## src/rtl/seg7_pkg.sv

```systemverilog
// seg7_pkg: glyph table and segment constants for the 7-segment scan driver
package seg7_pkg;
  localparam logic [7:0] SEG_OFF = 8'hFF;
  localparam int DP_BIT = 7;
  localparam logic [6:0] GLYPH_0 = 7'h40;
  localparam logic [6:0] GLYPH_1 = 7'h79;
  localparam logic [6:0] GLYPH_2 = 7'h24;
  localparam logic [6:0] GLYPH_3 = 7'h30;
  localparam logic [6:0] GLYPH_4 = 7'h19;
  localparam logic [6:0] GLYPH_5 = 7'h12;
  localparam logic [6:0] GLYPH_6 = 7'h02;
  localparam logic [6:0] GLYPH_7 = 7'h78;
  localparam logic [6:0] GLYPH_8 = 7'h00;
  localparam logic [6:0] GLYPH_9 = 7'h10;
  localparam logic [6:0] GLYPH_A = 7'h08;
  localparam logic [6:0] GLYPH_B = 7'h03;
  localparam logic [6:0] GLYPH_C = 7'h46;
  localparam logic [6:0] GLYPH_D = 7'h21;
  localparam logic [6:0] GLYPH_E = 7'h06;
  localparam logic [6:0] GLYPH_F = 7'h0E;
  localparam logic [15:0][6:0] GLYPHS = {
    GLYPH_F, GLYPH_E, GLYPH_D, GLYPH_C, GLYPH_B, GLYPH_A, GLYPH_9, GLYPH_8,
    GLYPH_7, GLYPH_6, GLYPH_5, GLYPH_4, GLYPH_3, GLYPH_2, GLYPH_1, GLYPH_0
  };
endpackage

```

## src/rtl/seg7_glyph.sv

```systemverilog
// seg7_glyph: nibble to active-low segment pattern with dp, hex gating and blanking
module seg7_glyph
  import seg7_pkg::*;
(
  input  logic [3:0] value,
  input  logic       hex_en,
  input  logic       blank,
  input  logic       dot,
  output logic [7:0] seg
);
  logic off;
  always_comb begin
    off = blank || (value > 4'd9 && !hex_en);
    seg = {~dot, off ? SEG_OFF[6:0] : GLYPHS[value]};
  end
endmodule

```

## src/rtl/seg7_scan_driver.sv

```systemverilog
// seg7_scan_driver: double-buffered, time-multiplexed common-anode 7-segment scanner
module seg7_scan_driver
  import seg7_pkg::*;
#(
  parameter int DIGITS    = 4,
  parameter int SCAN_DIV  = 50000,
  parameter int BLANK_CYC = 16
) (
  input  logic                  CLK,
  input  logic                  RST,
  input  logic [4*DIGITS-1:0]   DIN,
  input  logic [DIGITS-1:0]     DOT,
  input  logic                  LOAD,
  input  logic                  HEX_EN,
  input  logic                  BLANK_LZ,
  output logic [7:0]            SEG,
  output logic [DIGITS-1:0]     AN,
  output logic                  FRAME
);
  localparam int PW = $clog2(SCAN_DIV);
  localparam int DW = DIGITS > 1 ? $clog2(DIGITS) : 1;
  localparam logic [PW-1:0] LAST_P  = PW'(SCAN_DIV - 1);
  localparam logic [PW-1:0] BLANK_P = PW'(BLANK_CYC);
  localparam logic [DW-1:0] LAST_D  = DW'(DIGITS - 1);
  logic [PW-1:0] p;
  logic [DW-1:0] d;
  logic [3:0] shadow [DIGITS];
  logic [3:0] disp [DIGITS];
  logic [DIGITS-1:0] shadow_dot, disp_dot, lz;
  logic pending, last_p, wrap, blank_now, zero_run;
  logic [7:0] glyph_seg;
  assign last_p    = p == LAST_P;
  assign wrap      = last_p && d == LAST_D;
  assign blank_now = p < BLANK_P;
  // a digit is a leading zero when it and every digit to its left are zero
  always_comb begin
    lz = '0;
    zero_run = 1'b1;
    for (int i = DIGITS - 1; i >= 1; i--) begin
      zero_run = zero_run && disp[i] == 4'h0;
      lz[i] = BLANK_LZ && zero_run;
    end
  end
  seg7_glyph u_glyph (
    .value (disp[d]),
    .hex_en(HEX_EN),
    .blank (lz[d]),
    .dot   (disp_dot[d]),
    .seg   (glyph_seg)
  );
  always_ff @(posedge CLK) begin
    if (RST) begin
      p <= '0;
      d <= '0;
      pending <= 1'b0;
      shadow_dot <= '0;
      disp_dot <= '0;
      for (int i = 0; i < DIGITS; i++) begin
        shadow[i] <= '0;
        disp[i] <= '0;
      end
      SEG <= SEG_OFF;
      AN <= '1;
      FRAME <= 1'b0;
    end else begin
      p <= last_p ? '0 : p + 1'b1;
      if (last_p) d <= wrap ? '0 : d + 1'b1;
      if (LOAD) begin
        shadow_dot <= DOT;
        for (int i = 0; i < DIGITS; i++) shadow[i] <= DIN[4*i +: 4];
      end
      pending <= !wrap && (pending || LOAD);
      // frame boundary swap; a load on this very cycle bypasses the shadow
      if (wrap && (pending || LOAD)) begin
        disp_dot <= LOAD ? DOT : shadow_dot;
        for (int i = 0; i < DIGITS; i++) disp[i] <= LOAD ? DIN[4*i +: 4] : shadow[i];
      end
      SEG <= blank_now ? SEG_OFF : glyph_seg;
      AN <= blank_now ? '1 : ~(DIGITS'(1) << d);
      FRAME <= p == '0 && d == '0;
    end
  end
endmodule

```

## config.mk

```make
export PLATFORM = sky130hd
export DESIGN_NAME = seg7_scan_driver
export DESIGN_NICKNAME = d
export VERILOG_FILES = /design/src/rtl/seg7_pkg.sv /design/src/rtl/seg7_glyph.sv /design/src/rtl/seg7_scan_driver.sv
export SDC_FILE = /design/constraint.sdc
export NUM_CORES = 1
export LEC_CHECK = 0
export ABC_CLOCK_PERIOD_IN_PS = 3100
export CORE_ASPECT_RATIO = 1.4
export CORE_MARGIN = 2
export CORE_UTILIZATION = 55
export CTS_BUF_LIST = sky130_fd_sc_hd__clkbuf_2 sky130_fd_sc_hd__clkbuf_4 sky130_fd_sc_hd__clkbuf_8
export DETAILED_ROUTE_END_ITERATION = 16
export PLACE_DENSITY_LB_ADDON = 0.05
export SYNTH_ARGS = -nofsm -noshare
export SYNTH_HDL_FRONTEND = slang
export SYNTH_SLANG_ARGS = --single-unit
```

## constraint.sdc

```tcl
create_clock -name CLK -period 3.1 [get_ports CLK]
set_input_delay 0.465 -clock CLK [delete_from_list [all_inputs] [get_ports CLK]]
set_output_delay 0.465 -clock CLK [all_outputs]
set_load 0.02 [all_outputs]
```

Word level (Yosys, flattened, before mapping)

Memories as Yosys holds them, arrays and structs flattened. A register that Yosys moved wholly into a read port is not among the register bits.
Cells that the tools add are included.

Add/subtract/negate cells: 2
Multipliers: 0
Divide/modulo/power cells: 0
$lt $le $gt $ge: 3
Eq/ne operators: 2
Shift operators: 1
Multiplexer cells: 28
Bitwise logic cells: 10
Reduce and logical (&&, ||, !) cells: 22

Operators with widths:

| operator                | count |
|---|---|
| $mux W4                 | 13 |
| $add A16 B1 Y16 const B | 1 |
| $eq A16 B16 Y1 const B  | 1 |
| $logic_not A16 Y1       | 1 |
| $lt A16 B5 Y1 const B   | 1 |
| $logic_not A4 Y1        | 3 |
| $logic_and A1 B1 Y1     | 10 |
| $mux W1                 | 10 |
| $or A1 B1 Y1            | 8 |
| $mux W2                 | 3 |
| $bmux W1 S2             | 2 |
| $gt A4 B4 Y1 const B    | 1 |
| $not A4 Y4              | 1 |
| $reduce_or A2 Y1        | 2 |
| $shl A1 B2 Y4 const A   | 1 |
| $lt A2 B3 Y1 const B    | 1 |
| $reduce_or A3 Y1        | 1 |
| $add A2 B1 Y2 const B   | 1 |
| $eq A2 B2 Y1 const B    | 1 |
| $logic_not A1 Y1        | 2 |
| $logic_not A2 Y1        | 1 |
| $logic_or A1 B1 Y1      | 2 |
| $not A1 Y1              | 1 |

Register bits after elaboration: 33
Bits in latches: 0
RAM bits: 32
Bits in read-only memories: 112
Input bits: 25
Logic and storage cells: 79
Memories: 3

Memories:

| memory          | depth | width | read ports | clocked after memory_dff | wr ports | line                   | text |
|---|---|---|---|---|---|---|---|
| (no name shown) | 16    | 7     | 1          | 1                        | 0        | seg7_glyph.sv:14       | `seg = {~dot, off ? SEG_OFF[6:0] : GLYPHS[value]};` |
| disp            | 4     | 4     | 4          | 1                        | 4        | seg7_scan_driver.sv:28 | `logic [3:0] disp [DIGITS];` |
| shadow          | 4     | 4     | 4          | 0                        | 4        | seg7_scan_driver.sv:27 | `logic [3:0] shadow [DIGITS];` |

Logic depth before layout (Yosys ltp)

An unclocked memory read counts as a cell.

Depth in word-level cells: 9
Mapped depth: 9

Modules after synthesis

From an unflattened synthesis, not the netlist that was laid out.

Cells, all modules: 324
Area, all modules: 3,472.1 um^2

By module, submodules not included:

| module           | instances | cells each | area an instance (um^2) | seq. area each (um^2) |
|---|---|---|---|---|
| seg7_scan_driver | 1         | 284        | 3,144.3                 | 1,801.7 |
| seg7_glyph       | 1         | 40         | 327.8                   | 0.0 |

Least setup slack after synthesis

No wires, ideal clock.

Path kind: reg2reg
From: register (tool-made name)
To: register SEG[2]
Setup time: 170 ps
Data arrival time: 2,452 ps
Data required time: 2,930 ps
Path slack: 477 ps
Stages on the path, launching flop included: 9
Buffers on the path: 1
Clock period less this slack: 2,623 ps
Cells stage by stage: dfxtp_1 -> clkbuf_1 -> mux4_2 -> inv_1 -> ha_1 -> or2_2 -> a211oi_1 -> nor4_1 -> o311ai_0

RTL lines:

| what      | line                   | text |
|---|---|---|
| to (decl) | seg7_scan_driver.sv:16 | `output logic [7:0] SEG,` |

==> results.md <==
* Number of synthesized flops with an enable pin at 32
* Routed len/inst at 15.1 um
* Post-Syn Area at roughly 0.0034 mm2
* Final setup vio count at 0
* Prevailing post-synth register cell: dfxtp_1
* Drc violations at 0
* Initial antenna violation count at 0
* Crit-path max cell delay at approximately 640 ps
* CTS Hold Bufs at 0
* NumNets Final at 398
* Post-CTS setup buffers at 0
* Post-Layout Cell Count at ~440
* Layout cells sized above 1 at roughly an eighth
* Clk_lat worst skew at 350 ps
* Final Hold Violating Endpoints at 0
* Placed insts at 420
* Gate Count Post-Synth at 323
* Core Box Area at approximately 0.0059 mm2
* Antenna Cells at 0
* Top cells by count, synth: nor2_1, dfxtp_1, edfxtp_1, nand2_1
* Die Footprint at 0.00684 mm2
* Global-route wire length before repair at roughly 11000 um
* Flops & latches, synth at 74
* Vias post-DR at about 2.4k
* Critical path peak fanout at 8
* Worst Setup Slack, final at 557 ps
* CP endpoint kind: flop
* Root Driver: clkbuf_8
* Largest net degree at the start of global routing at 36
* Count of cell types in the netlist at 42
* CTS Buf Count at 9
* Placed Area at 0.00383 mm2
* Via density at around 5.4
* Sequential area share after synthesis at 53.0%
* GRT Total Usage at between 20% and 30%
* Initial Util at between 50% and 60%
* Clock sinks at 74
* Fin crit period at approximately 2500 ps
* Total Wirelength at roughly 6600 um
* Net Count, Synth at 360
* Final instance area at approximately 0.004 mm2
* Worst EP required at roughly 3300 ps
* Worst Skew at about 12 ps
* Clock buffer depth at 2
* Post-synth top area share at between 20% and 30%
* CP Cell Sequence: mux4_2 -> ha_1 -> or2_2 -> a211oi_1 -> nor4_1 -> buf_4 -> o311ai_0
* Status: complete, no violations
* DIE WIDTH at between 70 and 80 um
* Drt pass-1 iters at 4
* VDD IR max at between 0.3 and 0.4 mV
* Final Cycle Share at between 80% and 90%
* RSZ-0062 raised after global routing: false
* Final Util at between 60% and 70%
* MaxCap Viol Count at 0
* Crit Path Class: flop to flop
* Clock transition at the registers of the reported paths at approximately 70 ps
* Yosys warns at 0
* # rows at 33
* Cell taking the most area after synthesis: edfxtp_1
* Slew headroom at 52.3%
* Port Buffers at 37
* Chip Height at just under 100 um
* Worst Path Arrival at 2790 ps
* Startpoint Class: flop
* Initial DRC Count at 105
* Dpl ws at between 400 and 500 ps
* Routability Congestion at around 0.77
* Grt total ovfl at 0
* LEAKAGE at between 1 and 1.5 nW
* Max Fclk at ~0.39 GHz
* CTS tree: built
* Most numerous cell in the Yosys netlist: nor2_1
* Final Slew Violations at 0
* Mapped Avg Cell Area at 10.5 um2
* Detailed Place HPWL at 4630 um
* Number of gates resized after cts at 0
* Crit path max-delay cell type: mux4_2
* Slew @ Worst Pin at slightly above 700 ps
* Vias in the first global route at 2317
* Ys async rst share at 0%
* Num ports at 38
* Pwr Density at around 480 mW/mm2
* Min-delay worst type: flop to flop
* Setup TNS at 0 ps
* Area grow syn2layout at 17.9%
* Synth top area cells: edfxtp_1, dfxtp_1, nor2_1
* H-tree depth at 3
* Antenna Nets Post-Route at 0
==> layout make-up <==
| type | instances | area (um2) |
|---|---|---|
| Fill cell | 504 | 1890 |
| Inverter | 11 | 41.3 |
| Clock buffer | 9 | 124 |
| Tap cell | 70 | 87.6 |
| Timing Repair Buffer | 43 | 415 |
| Sequential cell | 74 | 1800 |
| Clock inverter | 7 | 60.1 |
| Multi-Input combinational cell | 222 | 1480 |
==> state kept, by name, indices dropped and copies added (netlist names), named ones only <==
signal / count
d: 2
FRAME: 1
shadow_dot: 4
pending: 1
disp: 16
AN: 4
SEG: 8
disp_dot: 4
p: 16
shadow: 16
==> final timing paths <==
kind | start | to | slack, ps | cells after the start
hold reg to reg | p[0] | p[0] | 470 | 1
hold / removal | p[0] | p[0] | 470 | 1
setup reg to reg | flop | SEG[2] | 560 | 7
setup / recovery | flop | SEG[2] | 560 | 7
==> critical path, delay by kind of cell (launching register included) <==
family / cells / cell delay [ps]
DFF: 1 / 530
and+or+nand+nor: 2 / 400
adders and majority gates: 1 / 320
buffers and inverters: 1 / 180
AOI/OAI and AO/OA: 2 / 360
muxes: 1 / 640
==> cells in the final DEF, fill, tap and decap left out, drive strengths merged, types with 6 or more instances in the layout <==
master	n
ha	12
buf	6
inv	11
mux2	9
dfxtp	42
clkbuf	9
xnor2	8
nor2	47
a21oi	17
mux2i	15
nand2b	15
edfxtp	32
nand3	7
xor2	6
nand2	32
clkdlybuf4s50	37
==> stage by stage <==
stage | hold WS (ps) | total power [W]
6_report | 469 | 0.00192
5_1_grt | 492 | 0.00199
4_1_cts | 475 | 0.00193
3_5_place_dp | 458 | 0.00124
3_3_place_gp | 443 | 0.00124
2_1_floorplan | 430 | 0.00117
==> where the power goes <==
part	leakage [nW]	total [W]	switching [W]	internal [W]
Combinational	0.736	0.000147	0.0000763	0.0000710
Sequential	0.665	0.00107	0.0000160	0.00105
Clock	0.0939	0.000708	0.000346	0.000362
==> metal layers <==
metal / vias up / GRT usage, % / share of wire, %
li1: 1194 / - / -
met3: 11 / 2.80 / 2.4
met4: 0 / 10.2 / 1.9
met5: - / 0 / 0
met1: 1118 / 22.6 / 41
met2: 39 / 36.1 / 54
==> cells by family (layout without fill, tap and decap cells) <==
kind of cell / after synthesis / after routing / synth area share (%)
multiplexers: 27 / 27 / 9.38
XOR/XNOR: 14 / 14 / 3.60
AND/OR/NAND/NOR: 138 / 138 / 20.0
buffers and inverters: 27 / 70 / 3.46
flip-flops: 74 / 74 / 53.0
adder cells (fa/ha/maj): 12 / 12 / 4.41
AO/OA/AOI/OAI: 31 / 31 / 6.22
No activity file was read; power rests on OpenSTA's default activity.
